### src/rtl/controller_sequencer_if.sv
// Control bus between the ring-counter sequencer and the datapath it steers.
// The sequencer (master) reads the IR opcode and drives every control line.
interface controller_sequencer_if;
    logic [3:0] opcode;
    logic       cp;
    logic       ep;
    logic       lm_n;
    logic       ce_n;
    logic       li_n;
    logic       ei_n;
    logic       la_n;
    logic       ea;
    logic       su;
    logic       eu;
    logic       lb_n;
    logic       lo_n;
    logic       halt;
    logic [5:0] t_state;

    modport master (
        input  opcode,
        output cp, ep, lm_n, ce_n, li_n, ei_n, la_n, ea, su, eu, lb_n, lo_n,
        output halt, t_state
    );

    modport slave (
        output opcode,
        input  cp, ep, lm_n, ce_n, li_n, ei_n, la_n, ea, su, eu, lb_n, lo_n,
        input  halt, t_state
    );
endinterface

### src/rtl/controller_sequencer.sv
// Six-state ring sequencer for a fetch/execute machine; decodes opcode into
// the datapath control word.
//
// state  | meaning
// T1     | PC onto bus, load MAR
// T2     | increment PC
// T3     | RAM onto bus, load IR
// T4..T6 | execute, opcode dependent
// HALTED | all-zero ring; idle word, held until reset
module controller_sequencer (
    input  logic                          clk,
    input  logic                          reset,
    controller_sequencer_if.master        seq
);
    localparam logic [5:0] T1     = 6'b000001;
    localparam logic [5:0] T2     = 6'b000010;
    localparam logic [5:0] T3     = 6'b000100;
    localparam logic [5:0] T4     = 6'b001000;
    localparam logic [5:0] T5     = 6'b010000;
    localparam logic [5:0] T6     = 6'b100000;
    localparam logic [5:0] HALTED = 6'b000000;

    localparam logic [3:0] OP_LDA = 4'b0000;
    localparam logic [3:0] OP_ADD = 4'b0001;
    localparam logic [3:0] OP_SUB = 4'b0010;
    localparam logic [3:0] OP_OUT = 4'b1110;
    localparam logic [3:0] OP_HLT = 4'b1111;

    logic [5:0] state_q;
    logic [5:0] state_d;

    logic cp, ep, lm_n, ce_n, li_n, ei_n, la_n, ea, su, eu, lb_n, lo_n;

    always_ff @(posedge clk) begin
        if (reset) begin
            state_q <= T1;
        end else begin
            state_q <= state_d;
        end
    end

    // Any non-one-hot, non-halted value is treated as corruption and restarts the ring.
    always_comb begin
        state_d = T1;
        case (state_q)
            T1:      state_d = T2;
            T2:      state_d = T3;
            T3:      state_d = T4;
            T4:      state_d = (seq.opcode == OP_HLT) ? HALTED : T5;
            T5:      state_d = T6;
            T6:      state_d = T1;
            HALTED:  state_d = HALTED;
            default: state_d = T1;
        endcase
    end

    always_comb begin
        cp   = 1'b0;
        ep   = 1'b0;
        lm_n = 1'b1;
        ce_n = 1'b1;
        li_n = 1'b1;
        ei_n = 1'b1;
        la_n = 1'b1;
        ea   = 1'b0;
        su   = 1'b0;
        eu   = 1'b0;
        lb_n = 1'b1;
        lo_n = 1'b1;
        case (state_q)
            T1: begin
                ep   = 1'b1;
                lm_n = 1'b0;
            end
            T2: cp = 1'b1;
            T3: begin
                ce_n = 1'b0;
                li_n = 1'b0;
            end
            T4: begin
                case (seq.opcode)
                    OP_LDA, OP_ADD, OP_SUB: begin
                        ei_n = 1'b0;
                        lm_n = 1'b0;
                    end
                    OP_OUT: begin
                        ea   = 1'b1;
                        lo_n = 1'b0;
                    end
                    default: ;
                endcase
            end
            T5: begin
                case (seq.opcode)
                    OP_LDA: begin
                        ce_n = 1'b0;
                        la_n = 1'b0;
                    end
                    OP_ADD, OP_SUB: begin
                        ce_n = 1'b0;
                        lb_n = 1'b0;
                    end
                    default: ;
                endcase
            end
            T6: begin
                if (seq.opcode == OP_ADD || seq.opcode == OP_SUB) begin
                    la_n = 1'b0;
                    eu   = 1'b1;
                    su   = (seq.opcode == OP_SUB);
                end
            end
            default: ;
        endcase
    end

    assign seq.cp      = cp;
    assign seq.ep      = ep;
    assign seq.lm_n    = lm_n;
    assign seq.ce_n    = ce_n;
    assign seq.li_n    = li_n;
    assign seq.ei_n    = ei_n;
    assign seq.la_n    = la_n;
    assign seq.ea      = ea;
    assign seq.su      = su;
    assign seq.eu      = eu;
    assign seq.lb_n    = lb_n;
    assign seq.lo_n    = lo_n;
    assign seq.halt    = (state_q == HALTED);
    assign seq.t_state = state_q;
endmodule
### src/flat_wrapper.sv
// flat-port wrapper written by rule: the top's interface ports become plain ports
module controller_sequencer_flat 
  (clk, reset, seq_opcode, seq_cp, seq_ep, seq_lm_n, seq_ce_n, seq_li_n, seq_ei_n, seq_la_n, seq_ea, seq_su, seq_eu, seq_lb_n, seq_lo_n, seq_halt, seq_t_state);
  controller_sequencer_if seq_i ();
  input  logic clk;
  input  logic reset;
  input wire logic [$bits(seq_i.opcode)-1:0] seq_opcode;
  output wire logic [$bits(seq_i.cp)-1:0] seq_cp;
  output wire logic [$bits(seq_i.ep)-1:0] seq_ep;
  output wire logic [$bits(seq_i.lm_n)-1:0] seq_lm_n;
  output wire logic [$bits(seq_i.ce_n)-1:0] seq_ce_n;
  output wire logic [$bits(seq_i.li_n)-1:0] seq_li_n;
  output wire logic [$bits(seq_i.ei_n)-1:0] seq_ei_n;
  output wire logic [$bits(seq_i.la_n)-1:0] seq_la_n;
  output wire logic [$bits(seq_i.ea)-1:0] seq_ea;
  output wire logic [$bits(seq_i.su)-1:0] seq_su;
  output wire logic [$bits(seq_i.eu)-1:0] seq_eu;
  output wire logic [$bits(seq_i.lb_n)-1:0] seq_lb_n;
  output wire logic [$bits(seq_i.lo_n)-1:0] seq_lo_n;
  output wire logic [$bits(seq_i.halt)-1:0] seq_halt;
  output wire logic [$bits(seq_i.t_state)-1:0] seq_t_state;
  assign seq_i.opcode = seq_opcode;
  assign seq_cp = seq_i.cp;
  assign seq_ep = seq_i.ep;
  assign seq_lm_n = seq_i.lm_n;
  assign seq_ce_n = seq_i.ce_n;
  assign seq_li_n = seq_i.li_n;
  assign seq_ei_n = seq_i.ei_n;
  assign seq_la_n = seq_i.la_n;
  assign seq_ea = seq_i.ea;
  assign seq_su = seq_i.su;
  assign seq_eu = seq_i.eu;
  assign seq_lb_n = seq_i.lb_n;
  assign seq_lo_n = seq_i.lo_n;
  assign seq_halt = seq_i.halt;
  assign seq_t_state = seq_i.t_state;
  controller_sequencer u_core (.clk(clk), .reset(reset), .seq(seq_i));
endmodule
### config.mk
export PLATFORM = sky130hd
export DESIGN_NAME = controller_sequencer_flat
export DESIGN_NICKNAME = d
export VERILOG_FILES = /design/src/rtl/controller_sequencer_if.sv /design/src/rtl/controller_sequencer.sv /design/src/flat_wrapper.sv
export SDC_FILE = /design/constraint.sdc
export NUM_CORES = 1
export LEC_CHECK = 0
export CORE_MARGIN = 1
export CORE_UTILIZATION = 30
export DETAILED_ROUTE_END_ITERATION = 6
export PLACE_DENSITY_LB_ADDON = 0.2
export SETUP_SLACK_MARGIN = 0.3
export SYNTH_ARGS = -nofsm -noshare
export SYNTH_HDL_FRONTEND = slang
export SYNTH_SLANG_ARGS = --single-unit
export TNS_END_PERCENT = 20
### constraint.sdc
create_clock -name clk -period 1.48 [get_ports clk]
set_clock_uncertainty 0.2 [all_clocks]
set_input_delay 0.148 -clock clk [delete_from_list [all_inputs] [get_ports clk]]
set_output_delay 0.148 -clock clk [all_outputs]
set_load 0.01 [all_outputs]
* Yosys cells after proc, flatten, opt, wreduce, memory -nomap -nowiden
Cells that the tools add are included.
Widths: inputs -> output; s select.
** Cells by class
- Mux-type cells :: 22
- Eq/ne operators :: 10
- Reduce and logical (&&, ||, !) cells :: 5
** Operators with widths (number)
- $pmux 6 s6 :: 1
- $mux 1 :: 17
- $eq 4x4->1 const B :: 2
- $eq 6x1->1 const B :: 1
- $eq 6x2->1 const B :: 1
- $eq 6x3->1 const B :: 1
- $eq 6x4->1 const B :: 1
- $eq 6x5->1 const B :: 1
- $eq 6x6->1 const B :: 1
- $logic_not 6->1 :: 1
- $pmux 1 s2 :: 3
- $mux 5 :: 1
- $eq 4x1->1 const B :: 1
- $eq 4x2->1 const B :: 1
- $logic_not 4->1 :: 1
- $reduce_or 3->1 :: 1
- $reduce_or 2->1 :: 1
- $logic_or 1x1->1 :: 1
** Storage, ports and cells
- Output and inout port bits :: 19
- Input port bits :: 6
- Flip-flop bits (word level) :: 6

* Longest topological paths before layout
Gate-level depths: netlist (run 1).
- Depth after elaboration :: 4
- Mapped depth :: 3
- Mapped depth without buffers :: 3

* Worst setup path before layout (run 1)
No wires, ideal clock.
- Kind :: reg-to-output
- Start :: register u_core.state_q[4] (netlist: u_core.seq.t_state[4])
- End :: output seq_lm_n
- Cell stages (with the launch flop) :: 4
- Arrival :: 1.306 ns
- Setup slack :: -0.174 ns
- Path buffers :: 0
- Cell sequence :: dfxtp_1 -> or4_4 -> nor3b_4 -> a21oi_1
** On the way
- Longest elaborated chain between the ends :: 2
- Elaborated cells on any way between the ends :: 3
- Those cells by class :: 2 x eq/ne; 1 x mux
** RTL lines
- start, declared :: RTL line controller_sequencer.sv:29 : logic [5:0] state_q;
- start signal, assigned :: RTL line controller_sequencer.sv:38 : state_q <= state_d;
- $eq 6x4->1 / $eq 6x1->1 (equally long branches) :: RTL line controller_sequencer.sv:70 : case (state_q)
- $pmux 1 s2 (*) :: RTL line controller_sequencer.sv:70
- end, declared :: RTL line flat_wrapper.sv:10 : output wire logic [$bits(seq_i.lm_n)-1:0] seq_lm_n;
Every way passes the cells marked *; elsewhere a longest branch is shown, timed or not.

* Worst setup path after layout (run 1)
- Start :: register u_core.state_q[5] (netlist: u_core.seq.t_state[5])
- End :: output seq_ep
** On the way
- Longest elaborated chain between the ends :: 2
** RTL lines
- $eq 6x1->1 :: RTL line controller_sequencer.sv:70
- $mux 1 :: RTL line controller_sequencer.sv:70
- end, declared :: RTL line flat_wrapper.sv:9 : output wire logic [$bits(seq_i.ep)-1:0] seq_ep;
Every way passes these cells.

==> results of run 1 <==
-- routing by layer --
metal	vias to the layer above	track usage, %	wire (um)
met5	-	0	0
met4	0	8.04	14
met3	2	5.23	89
met2	26	44.9	804
met1	265	30.4	687
li1	289	-	-
-- what timing repair did --
action / in CTS / in global routing
pin swaps: 9 / 2
endpoints found under the setup margin: 25 / 25
hold buffers: 0 / 0
resized for setup: 80 / 6
setup buffers: 6 / 0
-- metrics by stage --
| step | hold slack, ns | worst slack (ns) |
|---|---|---|
| 2_1_floorplan | 0.0122 | -0.135 |
| 3_3_place_gp | 0.503 | -0.691 |
| 3_5_place_dp | 0.527 | -0.712 |
| 4_1_cts | 0.378 | -0.491 |
| 5_1_grt | 0.411 | -0.563 |
| 6_report | 0.403 | -0.508 |
-- cells in the final DEF, fill, tap and decap left out, types with 2 or more instances in the layout --
master,netlist,routed
buf_6,0,4
and2_1,2,2
nand3_2,0,2
buf_2,0,7
dlygate4sd2_1,0,2
nor2_1,7,6
dfxtp_2,0,5
clkbuf_4,0,3
buf_4,0,26
clkdlybuf4s15_2,0,6
and2b_1,2,2
nand2b_1,2,2
nand2_1,3,3
clkdlybuf4s50_1,0,5
nor3b_4,1,2
nor3_1,4,2
-- cell families (layout without fill, tap and decap cells) --
family | after synthesis | after routing | synth area share [%]
buffers and inverters | 0 | 54 | 0
xor gates and xnor gates | 1 | 1 | 2.22
and+or+nand+nor | 35 | 35 | 56.3
adders and majority gates | 1 | 1 | 2.53
AOI/OAI and AO/OA | 5 | 5 | 8.54
DFF | 6 | 6 | 30.4
-- how the worst max path moves through the flow --
stage	start	end	slack, ns
2_1_floorplan	u_core.seq.t_state[4]	seq_lm_n	-0.13
3_3_place_gp	seq_opcode[1]	seq_la_n	-0.69
3_5_place_dp	seq_opcode[1]	seq_la_n	-0.71
4_1_cts	u_core.seq.t_state[5]	seq_ep	-0.49
5_1_grt	u_core.seq.t_state[5]	seq_ep	-0.56
6_report	u_core.seq.t_state[5]	seq_ep	-0.51
-- power groups by stage --
stage	registers [mW]	clock network [mW]	logic (mW)
2_1_floorplan	0.194	0	0.0756
3_5_place_dp	0.182	0	0.228
6_report	0.185	0.160	0.268
5_1_grt	0.186	0.168	0.289
4_1_cts	0.185	0.157	0.260
3_3_place_gp	0.182	0	0.223
-- final cells by class --
cell class,instances,share of cell area [%]
flip-flops and latches,6,14.1
multi-input cells,42,36.6
well taps,14,1.90
repair buffers,51,45.0
clock buffers,3,2.44
-- worst min-delay path: stages --
cell and delay, ns:
clkdlybuf4s50_1 0.49, buf_4 0.14, nor2b_2 0.04
==> out/qor.csv, run 1 <==
metric,value,unit
Reg area,130,sq um
Final Hold Fails,0,
part of the power in registers,30.2,%
TritonCTS clock tree,yes,
critical path type,register to output port,
mapped cell area,395,sq um
status,"complete, but fails checks",
Net Sw Power,0.186,mW
final std cells w/o fill,116,
synth unique cells,27,
Worst VDD drop,571,uV
number of setup violations in the final report,17,
synth top area cells,"dfxtp_1, nor2_1, nor3_1, nor3b_4, nand3_1",
number of global-route vias before repair,551,
Power Dens Cells,664,nW/um^2
final-report max-slew violation count,0,
fmax,0.503,GHz
Crit path largest cell delay,0.57,ns
mean post-synth cell area,8.24,sq um
area delta synth->final,134,%
full die area,1470,sq um
Hold Path Class,input pin to register,
Chip Height,38.3,um
CTS Sinks,6,
WP depth,4,
synthesized net count,54,
Worst R2R Start,u_core.seq.t_state[5],
Worst Setup End Kind,output port,
Worst path top cell family by delay,simple AND/OR/NAND/NOR gates,
CP Buf/Inv Count,2,
"Design Area, Final",923,sq um
FP Rows,12,
largest net degree at the start of global routing,7,
first-pass GRT wire length,2480,um
capturing point of the worst reg2reg path,u_core.seq.t_state[1],
Worst-Skew Late Latency,0.25,ns
Switching Share,30.4,%
clk slew on worst S/H paths,0.04,ns
DRC,0,
IO buf count,24,
I/O pin total,25,
Startpoint Class,register,
core area,1170,sq um
"Slowest-stage cell, CP",or4_4,
Initial DRC Count,9,
chip width,38.3,um
DP Area,817,sq um
fin crit period,1.99,ns
CTS Buffer Depth,2,
#FFs+latches synth,6,
gr ovfl total,0,
ANT cells,0,
vias per cell,5.02,
main flop type after synthesis,dfxtp_1,
Min-Delay Endpoint,u_core.seq.t_state[5],
ys async rst share,0,%
area of the multi-input gates,338,sq um
Post-synth EDFFs,0,
cell with the most instances after synthesis,nor2_1,
Gate power share,43.7,%
r2r setup slk,-0.35,ns
ratio of final minimum period to clock period,134,%
Initial Utilization,33.8,%
yosys warns,0,
CTS Buf Count,3,
max cap viols,0,
Gate Count Post-Synth,48,
Tightest Pin Transition,0.239,ns
WL final,1600,um
clk root buf,clkbuf_4,
number of cells on the worst reg-to-reg path,6,
RSZ-0062 raised after global routing,yes,
GRT Overall Usage,25.5,%
Layout Utilization,78.8,%
placed cells,107,
WP data required,1.13,ns
final worst slack,-0.508,ns
Filler cells,85,
slew margin rel.,84.0,%
setup TNS,-5.41,ns
CP Cell Sequence,"or4_4, nor3b_4, buf_4, buf_6",
routed vias,582,
DPL Wire Length,1100,um
initial antenna violation count,0,
Clk pwr share,26.1,%
drt pass-1 iters,5,
min-delay src,reset,
final net count,110,
Worst Hold Depth,3,
Power Total,0.613,mW
share of post-route cells with drive strength above 1,64.7,%
drt wl/cell,13.8,um
Antenna Nets Post-Route,0,
Synth area leader,dfxtp_1,
worst-path fanout max,4,
Pint,0.426,mW
"Seq/Total Area, Yosys",30.4,%
"Arr. time, crit path",1.64,ns
Largest register FFs,6,
leading cell types by count after synthesis,"nor2_1, dfxtp_1, nor3_1",
H-tree levels,1,
failing checks,negative setup slack,
post-synth top area share,30.4,%
RePlAce Congestion,0.800,
P_leak,0.411,nW
Power figures use the tool's default switching activity.
==> run 2: changes to the inputs <==
- CELL_PAD_IN_SITES_DETAIL_PLACEMENT: not set -> 2
- CELL_PAD_IN_SITES_GLOBAL_PLACEMENT: not set -> 2
- CORE_ASPECT_RATIO: not set -> 1.25
- CORE_UTILIZATION: 30 -> 16
==> run 2 against run 1 <==
  * The flow still finishes with violations (negative setup slack)
  * Register-to-register slack better by 0.04 ns
  * Hold slack improved by 0.020 ns
  * Critical path depth unchanged
  * Non-clock buffer count rose by 3
  * Final area increased by 9.2%
  * Sequential power hardly changed
  * Via count up 5.5%
  * Critical path type unchanged
  * Largest cell class unchanged
  * Largest power group unchanged
==> out/qor.csv, run 2 (synthesized netlist as in run 1, its figures left out) <==
metric,value,unit,change
Pint,0.440,mW,+3.1%
I/O pin total,25,,unchanged
largest net degree at the start of global routing,6,,-1
Switching Share,31.9,%,+1.4 points
part of the power in registers,28.8,%,-1.4 points
P_leak,0.441,nW,+7.3%
status,"complete, but fails checks",,
ratio of final minimum period to clock period,136,%,+1.4 points
CTS Buffer Depth,2,,unchanged
CTS Sinks,6,,unchanged
WL final,2150,um,+35%
Chip Height,57.6,um,+50%
full die area,2680,sq um,+82%
clk slew on worst S/H paths,0.05,ns,about the same
DRC,0,,unchanged
chip width,46.5,um,+21%
first-pass GRT wire length,3360,um,+36%
Initial Utilization,17.5,%,-16 points
CP Buf/Inv Count,2,,unchanged
number of cells on the worst reg-to-reg path,5,,-1
share of post-route cells with drive strength above 1,69.5,%,+4.8 points
area delta synth->final,155,%,
final-report max-slew violation count,0,,unchanged
Final Hold Fails,0,,unchanged
H-tree levels,1,,unchanged
Antenna Nets Post-Route,0,,unchanged
vias per cell,4.51,,-10%
number of setup violations in the final report,17,,unchanged
RePlAce Congestion,0.701,,-12%
GRT Overall Usage,18.7,%,-6.8 points
slew margin rel.,80.3,%,-3.7 points
ANT cells,0,,unchanged
Startpoint Class,register,,
"Slowest-stage cell, CP",or4_4,,
WP depth,4,,unchanged
Clk pwr share,25.7,%,-0.4 points
critical path type,register to output port,,
"most used cell, CP",buf_6,,
CTS Buf Count,3,,unchanged
clk root buf,clkbuf_4,,
initial antenna violation count,0,,unchanged
gr ovfl total,0,,unchanged
drt pass-1 iters,2,,-3
Initial DRC Count,1,,-8
number of global-route vias before repair,659,,+20%
Power Total,0.645,mW,+5.2%
FP Rows,19,,+7
Net Sw Power,0.205,mW,+10%
Crit path largest cell delay,0.56,ns,about the same
failing checks,negative setup slack,,
Worst Setup End Kind,output port,,
IO buf count,24,,unchanged
"Hold-fix buffers, CTS",0,,unchanged
worst-path fanout max,3,,-1
RSZ-0062 raised after global routing,yes,,
final worst slack,-0.528,ns,-0.0205 ns
Hold Path Class,input pin to register,,
fin crit period,2.01,ns,+0.0205 ns
final net count,113,,+2.7%
CP Cell Sequence,"or4_4, nor3b_4, buf_6, buf_6",,
"Arr. time, crit path",1.66,ns,+0.02 ns
fmax,0.498,GHz,-1.0%
DPL Wire Length,1500,um,+36%
TritonCTS clock tree,yes,,
Largest register FFs,6,,unchanged
Gate power share,45.5,%,+1.8 points
"most common cell after layout, fill and taps aside",buf_4,,
WP data required,1.13,ns,about the same
Worst-Skew Late Latency,0.26,ns,about the same
max cap viols,0,,unchanged
Worst VDD drop,274,uV,-52%
core area,2260,sq um,+93%
Tightest Pin Transition,0.294,ns,+0.0555 ns
Worst Hold Depth,3,,unchanged
Worst path top cell family by delay,simple AND/OR/NAND/NOR gates,,
routed vias,614,,+5.5%
most frequent cells in the layout,"buf_4, buf_6, buf_2, nor2_1, dfxtp_4",,
drt wl/cell,15.8,um,+15%
Power Dens Cells,640,nW/um^2,-3.6%
pre-CTS setup slack,-0.768,ns,-0.0553 ns
-- run 2: per-stage QoR --
stage / std cells / utilization [%] / hold slack, ns / setup TNS [ns] / area (sq um)
2_1_floorplan: 48 / - / 0.0122 / -0.707 / 402
3_3_place_gp: 124 / 37.7 / 0.491 / -7.00 / 851
3_5_place_dp: 124 / 37.7 / 0.522 / -7.14 / 851
4_1_cts: 134 / 43.7 / 0.425 / -5.41 / 986
5_1_grt: 136 / 44.7 / 0.441 / -6.94 / 1010
6_report: 136 / 44.7 / 0.423 / -5.81 / 1010
-- run 2: layout make-up --
class                           count  area (sq um)
Fill cell                         264          1250
Timing Repair Buffer               54           449
Multi-Input combinational cell     42           355
Sequential cell                     6           143
Tap cell                           31          38.8
Clock buffer                        3          22.5
-- run 2: timing repair --
item	4_1_cts	5_1_grt
setup buffers	7	2
resized for setup	92	15
cloned	0	0
pin swaps	10	3
setup endpoints to repair	25	25
hold endpoints to repair	0	0
-- run 2: final timing paths --
path | startpoint | endpoint | slack [ns]
max | u_core.seq.t_state[5] | seq_ep | -0.53
max reg2reg | u_core.seq.t_state[5] | u_core.seq.t_state[1] | -0.31
min | reset | u_core.seq.t_state[5] | 0.42
min reg2reg | u_core.seq.t_state[0] | u_core.seq.t_state[2] | 0.50
-- run 2: worst reg2reg max path: cells and delay by family, from the launching register on --
family | cells | cell delay [ns]
buffers and inverters | 2 | 0.24
and+or+nand+nor | 3 | 0.95
DFF | 1 | 0.34
-- run 2: power by group through the flow --
| stage | sequential (mW) | clock, mW | combinational (mW) |
|---|---|---|---|
| floorplan | 0.194 | 0 | 0.0756 |
| global placement | 0.185 | 0 | 0.231 |
| detailed placement | 0.185 | 0 | 0.235 |
| CTS | 0.184 | 0.164 | 0.276 |
| global route | 0.188 | 0.185 | 0.317 |
| finish | 0.186 | 0.166 | 0.294 |
-- run 2: per-layer routing --
metal / part of all wire, % / GRT usage [%] / vias to the layer above
li1: - / - / 295
met1: 36 / 19.4 / 289
met2: 55 / 33.1 / 26
met3: 5.5 / 3.48 / 4
met4: 3.0 / 10.1 / 0
met5: 0 / 0 / -
==> edit (config.mk and constraints of run 2) <==
Make the reset (`reset`) asynchronous in one clocked block.
--- a/src/rtl/controller_sequencer.sv
+++ b/src/rtl/controller_sequencer.sv
@@ -31,7 +31,7 @@
 
     logic cp, ep, lm_n, ce_n, li_n, ei_n, la_n, ea, su, eu, lb_n, lo_n;
 
-    always_ff @(posedge clk) begin
+    always_ff @(posedge clk or posedge reset) begin
         if (reset) begin
             state_q <= T1;
         end else begin
Behaviour: differs if reset is asserted again (counterexample within 4 cycles, from zero or initial values and one cycle with reset high); with reset held inactive, the same outputs for 10 cycles.
==> edit against run 2 <==
- the flow still finishes with violations (setup timing)
- final area is 5.6% higher
- critical path type unchanged
- routed wire length is 1.7% higher
- critical endpoint is now seq_lo_n
- worst setup slack worse by 0.45 ns
- non-clock buffer count is 5 higher
- maximum frequency is 18% lower
- sequential cell count stayed put
- synthesized area is 1.3% lower
Power is not compared: it rests on default switching activity, and its combinational part moved more than twofold at a synthesized area within 25%.
==> edit: results <==
set metrics [dict create \
    status "complete, but fails checks" \
    violations "setup timing" \
    viasPerCell 4.46 \
    nFillCells 252 \
    route.met3.wl_um 71 \
    syn_to_final_growth_pct 173 \
    drtIter0Drc 2 \
    finalHoldWorstSlack_ns 0.383 \
    worstSetupEndpoint "seq_lo_n" \
    clock-root-buffer "clkbuf_4" \
    regArea_sq_um 154 \
    drive_above_1_share_pct 72.6 \
    startpoint "u_core.seq.t_state[4]$_DFF_PP0_" \
    fin_tns_setup_ns -12.25 \
    grt_max_degree 9 \
    grt_use_total_pct 18.1 \
    wirelength_met1_um 809 \
    syn_avg_cell_area_sq_um 9.08 \
    grt_pass1_wl_um 3280 \
    critPathMaxFanout 2 \
    clkbuf_count 4 \
    synth_common_cells "nor3b_1 (6), dfrtp_1 (5), nor2_1 (4), nor3_1 (4)" \
    synth_area_leaders "dfrtp_1 (32%), nor3b_1 (12%), dfstp_2 (6.7%)" \
    clock_path_buffers 2 \
    critPathMaxStageDelay_ns 0.53 \
    final-clk-cell-share_pct 2.47 \
    grtUsageMet3_pct 2.53 \
    dpl_cell_area_sq_um 835 \
    fp.dieArea_sq_mm 0.00264 \
    grt_util_met1_pct 19.2 \
    dp_hpwl_um 1340 \
    min_to "u_core.seq.t_state[4]$_DFF_PP0_" \
    dr_wl_met2_um 1250 \
    finalNonFillerCells 137 \
    slew_headroom_pct 80.8 \
    dp_cells 119 \
    place_ws_ns -1.02 \
    synth_cell_types 21 \
    setup_ws_ns -0.980 \
    rrSetupSlack_ns -0.47 \
    finalWeightedCongestion 0.667 \
    synth_nets 49 \
    multi_input_area_sq_um 344 \
    grt_pass1_vias 680 \
    multi_input_gates 35 \
    inv_count 2 \
    crit_arrival_ns 2.11 \
    routedWlPerCell_um 16.0 \
    min-delay-start "seq_opcode[2]" \
    setup_viol 20 \
    ys_seq_area_share_pct 38.8 \
    routed.top_layer "met4" \
    hold_depth 2 \
    firstDrtPassIters 4 \
    buffers 59 \
    reg2reg_depth 7 \
    async_flop_share_pct 100 \
    signal_buffer_area_fraction_pct 46.4 \
]
edit: cell count changes after synthesis, sizes merged, moves of 2 or more:
cell and delta:
nor3b +4, and2b -2, dfxtp -6, and2 -2, nor2 -3, dfrtp +5
inv +2, nand3 -3
edit: repair_timing:
action | in CTS | in global routing
setup buffers | 7 | 6
endpoints found under the setup margin | 25 | 26
pin swaps | 5 | 7
gates resized for setup | 86 | 19
endpoints found under the hold margin | 5 | 0
hold buffers | 1 | 0
edit: power by group:
part / switching [mW] / total (mW) / internal (mW)
sequential: 0.00000000000000201 / 0.164 / 0.164
combinational: 0.0231 / 0.0526 / 0.0295
clock: 0.0851 / 0.189 / 0.104
total: 0.108 / 0.406 / 0.298
edit: logic make-up after synthesis:
| logic type | after synthesis | synth area share (%) |
|---|---|---|
| compound gates | 6 | 10.6 |
| xor+xnor | 1 | 2.24 |
| fa+ha+maj | 1 | 2.56 |
| buf+inv | 2 | 1.92 |
| flops | 6 | 38.8 |
| simple gates | 27 | 43.9 |
